File: src/rtl/kt_move_legal.sv
// Combinational knight-move test between two board cells.
module kt_move_legal (
    input  logic [2:0] prev_x,
    input  logic [2:0] prev_y,
    input  logic [2:0] cur_x,
    input  logic [2:0] cur_y,
    output logic       is_knight_move
);
    logic signed [3:0] dx, dy;
    logic [3:0] adx, ady;

    always_comb begin
        dx  = $signed({1'b0, cur_x}) - $signed({1'b0, prev_x});
        dy  = $signed({1'b0, cur_y}) - $signed({1'b0, prev_y});
        adx = dx[3] ? 4'(-dx) : 4'(dx);
        ady = dy[3] ? 4'(-dy) : 4'(dy);
        is_knight_move = ((adx == 4'd1) && (ady == 4'd2)) || ((adx == 4'd2) && (ady == 4'd1));
    end
endmodule

File: config.mk
export PLATFORM = sky130hd
export DESIGN_NAME = kt_move_legal
export DESIGN_NICKNAME = d
export VERILOG_FILES = /design/src/rtl/kt_move_legal.sv
export SDC_FILE = /design/constraint.sdc
export NUM_CORES = 1
export LEC_CHECK = 0
export ABC_AREA = 1
export CAP_MARGIN = 25
export CORE_AREA = 2 2 39 41
export DETAILED_ROUTE_END_ITERATION = 12
export DIE_AREA = 0 0 41 43
export DONT_BUFFER_PORTS = 1
export GPL_TIMING_DRIVEN = 0
export MAX_ROUTING_LAYER = met4
export PLACE_DENSITY = 0.43
export SLEW_MARGIN = 20
export SYNTH_ARGS = -nofsm -noshare
export SYNTH_HDL_FRONTEND = slang
export SYNTH_SLANG_ARGS = --single-unit
export TNS_END_PERCENT = 1
File: constraint.sdc
create_clock -name vclk -period 3.47
set_input_delay 1.041 -clock vclk [all_inputs]
set_output_delay 1.041 -clock vclk [all_outputs]
set_load 0.05 [all_outputs]
## Word-level counts from Yosys, hierarchy flattened

Cells that the tools add are included.

- Bits in registers: 0
- Bits in latches: 0
- Memory bits (writable): 0
- Memory bits (read-only): 0
- Input port bits: 12
- Output and inout port bits: 1
- Word-level logic and storage cells: 13
- Memories kept: 0

- Add/subtract/negate cells: 4
- Multipliers: 0
- Divide/modulo/power cells: 0
- Order comparisons: 0
- Equality and inequality tests: 4
- Shift-type cells: 0
- Multiplexer cells: 2
- Bitwise gates (word level): 0
- Reductions and logical operators: 3

Operators with widths:

| kind | number |
|---|---|
| equality test 4 x 1 -> 1 bit (second input constant) | 2 |
| equality test 4 x 2 -> 1 bit (second input constant) | 2 |
| 2-to-1 mux 4 bit | 2 |
| negator 4 bit | 2 |
| subtractor 3 x 3 -> 4 bit | 2 |
| logical AND 1 bit | 2 |
| logical OR 1 bit | 1 |

## Logic depth before layout (Yosys ltp)

- Depth after elaboration: 6
- Gate-level depth with buffers: 14
- Gate-level depth less buffers: 14

## Worst setup path before layout

OpenSTA, ideal clock, no wires.

- Path kind: in2out
- From: in cur_y[0]
- To: out is_knight_move
- Arrival: 3.045 ns
- Required time: 2.429 ns
- Setup slack: -0.616 ns
- Stages: 13
- Buffers on the path: 0
- Cell sequence: inv_1 ha_1 inv_1 fa_1 inv_1 ha_1 inv_1 nand3_1 nand2_1 nand3_1 nand2_1 nand2_1 nor2_1

- Longest elaborated chain between the ends: 6
- Elaborated cells on any way between the ends: 8

RTL lines:

| item | line | text |
|---|---|---|
| start: declaration | 6 | `input logic [2:0] cur_y,` |
| subtractor 3 x 3 -> 4 bit * | 14 | `dy = $signed({1'b0, cur_y}) - $signed({1'b0, prev_y});` |
| negator 4 bit | 16 | `ady = dy[3] ? 4'(-dy) : 4'(dy);` |
| 2-to-1 mux 4 bit * | 16 |  |
| equality test 4 x 2 -> 1 bit or equality test 4 x 1 -> 1 bit (tied branches) | 17 | `is_knight_move = ((adx == 4'd1) && (ady == 4'd2)) \|\| ((adx == 4'd2) && (ady == 4'd1));` |
| logical AND 1 bit | 17 |  |
| logical OR 1 bit * | 17 |  |
| end: declaration | 7 | `output logic is_knight_move` |

Every way passes the cells marked *; elsewhere a longest branch is shown, timed or not.

## Worst setup path in the final report

Same ends and word-level chain as after synthesis.

==> metrics.txt <==
Top Family by Delay on Critical Path=adder cells; # DRC=0; critical path required time=roughly 2400 ps; Chip Height=43 microns; 1st-iter DRT viols=1; Final Util=0.344; slowest CP cell=fa_1; max cap viols=0; Initial Utilization=0.263; register area share after synthesis=0; Worst Tran Pin Value=321 ps; Setup crit end kind=primary output; Net Sw Power=58.7 uW; clk_buf instances=0; Worst Setup EP=is_knight_move; largest net degree at the start of global routing=6; power density over the cells=213 mW/mm^2; register share of total power=0; antenna cells=0; RePlAce Congestion=0.748; Final Hold Fails=0; port bufs=0; critical path depth=12; antenna viol nets, final=0; CP startpoint=cur_y[0]; max_slew headroom=0.785; vias in the first global route=314; first-pass GRT wire length=1150 microns; Peak supply drop=0.0461 mV; Crit path largest cell delay=480 ps; Synth Area per Inst=5.78 sq um; Leak=0.000257 uW; failing checks=negative setup slack; final worst slack=-193 ps; Crit Path Category=input port to primary output; Tcrit/Tclk final=1.06; DP Wirelength=just under 600 microns; layout cells sized above 1=0.348; Hold Path Class=input port to primary output; routed via count=between 300 and 400; Combinational Power Share=1.000; final net count=between 80 and 90; detail-routed via count per cell=4.17; Max Freq=273 MHz; CP startpoint kind=input port; WL/cell=8.02 microns; outcome=finished with violations; number of sequential cells=0; Hold Crit Start=prev_x[0]; all-layer global routing usage=0.0892; P_int=42.7 uW; distinct cell type count of the synthesized netlist=12; DIE AREA=0.00176 sq mm; WP data arrival=2620 ps; Layout area overhead=30.6%; most frequent cells in the layout=15 x nand2_1, 11 x inv_1, 5 x nor2_2, 5 x ha_1; most frequent CP cell=inv_2; Die W=a little over 40 microns; TritonRoute pass-1 iters=4; GRT overflow=0; Synth Warn #=0; commonest non-fill, non-tap cell in the layout=nand2_1; sequential cell area=0 sq um; fin. max-slew vios=0; min Tclk post-route=roughly 3700 ps; Synthesized Nets=84; IO Pins=13; Final setup violation count=1; buffers plus inverters on the worst setup path=4; Setup TNS Final=-193 ps; Post-Synthesis Cells=63; placed insts=roughly 80; Routed WL=658 microns; Core ar.=0.00138 sq mm; RSZ-0062 raised after global routing=yes; Placement Rows=14; cell area after synthesis=364 sq um; Clk network pwr share=0; Max FO, Critical Path=2; Net Sw Frac=0.579; initial antenna violation count=0; hold buffer count at cts=0; Cell Count, Final, Fillers Out=82; crit-path cells=inv_12 -> ha_4 -> inv_2 -> fa_1 -> inv_2 -> ha_4 -> inv_2 -> nand3_2 -> nand3_2 -> nor2_2 -> nor2_2 -> nor2_4
layout make-up:
type	instances	area, sq um
fillers	160	908
inverters	16	72.6
multi-input cells	47	360
well taps	16	20.0
repair buffers	3	22.5
per-layer routing:
| metal | vias up | GRT usage | part of all wire |
|---|---|---|---|
| li1 | 197 | - | - |
| met3 | 0 | 0 | 0.027 |
| met4 | 0 | 0 | 0 |
| met5 | - | - | 0 |
| met2 | 5 | 0.144 | 0.46 |
| met1 | 140 | 0.131 | 0.51 |
cells in the mapped netlist:
master / n / area (sq um)
a21oi_1: 1 / 5.00
a21oi_2: 1 / 8.76
fa_1: 2 / 40.0
ha_1: 7 / 87.6
inv_1: 16 / 60.1
nand2_1: 17 / 63.8
nand3_1: 6 / 30.0
nand3_2: 1 / 10.0
nor2_1: 7 / 26.3
nor2_2: 3 / 18.8
o21ai_0: 1 / 5.00
xnor2_1: 1 / 8.76
through the flow:
step	hold WS [ps]	setup slack [ps]	cell area [sq um]	power, uW
floorplan	2430	-177	417	79.1
detailed placement	2460	-292	437	90.2
CTS	2470	-208	475	103
global route	2510	-307	475	117
finish	2470	-193	475	101
global placement	2460	-293	437	89.6
cells by family after synthesis:
group | count (synthesis) | share of synthesized area
buffers and inverters | 16 | 0.165
adder cells (fa/ha/maj) | 9 | 0.351
XOR/XNOR | 1 | 0.0241
AND/OR/NAND/NOR | 34 | 0.409
AO/OA/AOI/OAI | 3 | 0.0515
worst min path at each step:
stage / to / slack [ps] / cells past startpoint
finish: is_knight_move / 2470 / 4
global route: is_knight_move / 2510 / 4
CTS: is_knight_move / 2470 / 4
detailed placement: is_knight_move / 2460 / 4
global placement: is_knight_move / 2460 / 4
floorplan: is_knight_move / 2430 / 4
worst min-delay path, stage by stage:
cell     delay (ps)
ha_1            170
nand2_1          80
nand2_2          70
nor2_4           70
power by group through the flow:
stage	clock network [uW]	logic, uW	registers [uW]
floorplan	0	79.1	0
CTS	0	103	0
detailed placement	0	90.2	0
finish	0	101	0
global route	0	117	0
global placement	0	89.6	0
what timing repair did:
action / in CTS / in global routing
pin swaps: 5 / 0
setup buffers: 3 / 0
cloned: 0 / 0
endpoints found under the setup margin: 1 / 1
resized for setup: 6 / 0
Note: power is estimated with default switching activity, not from simulation.
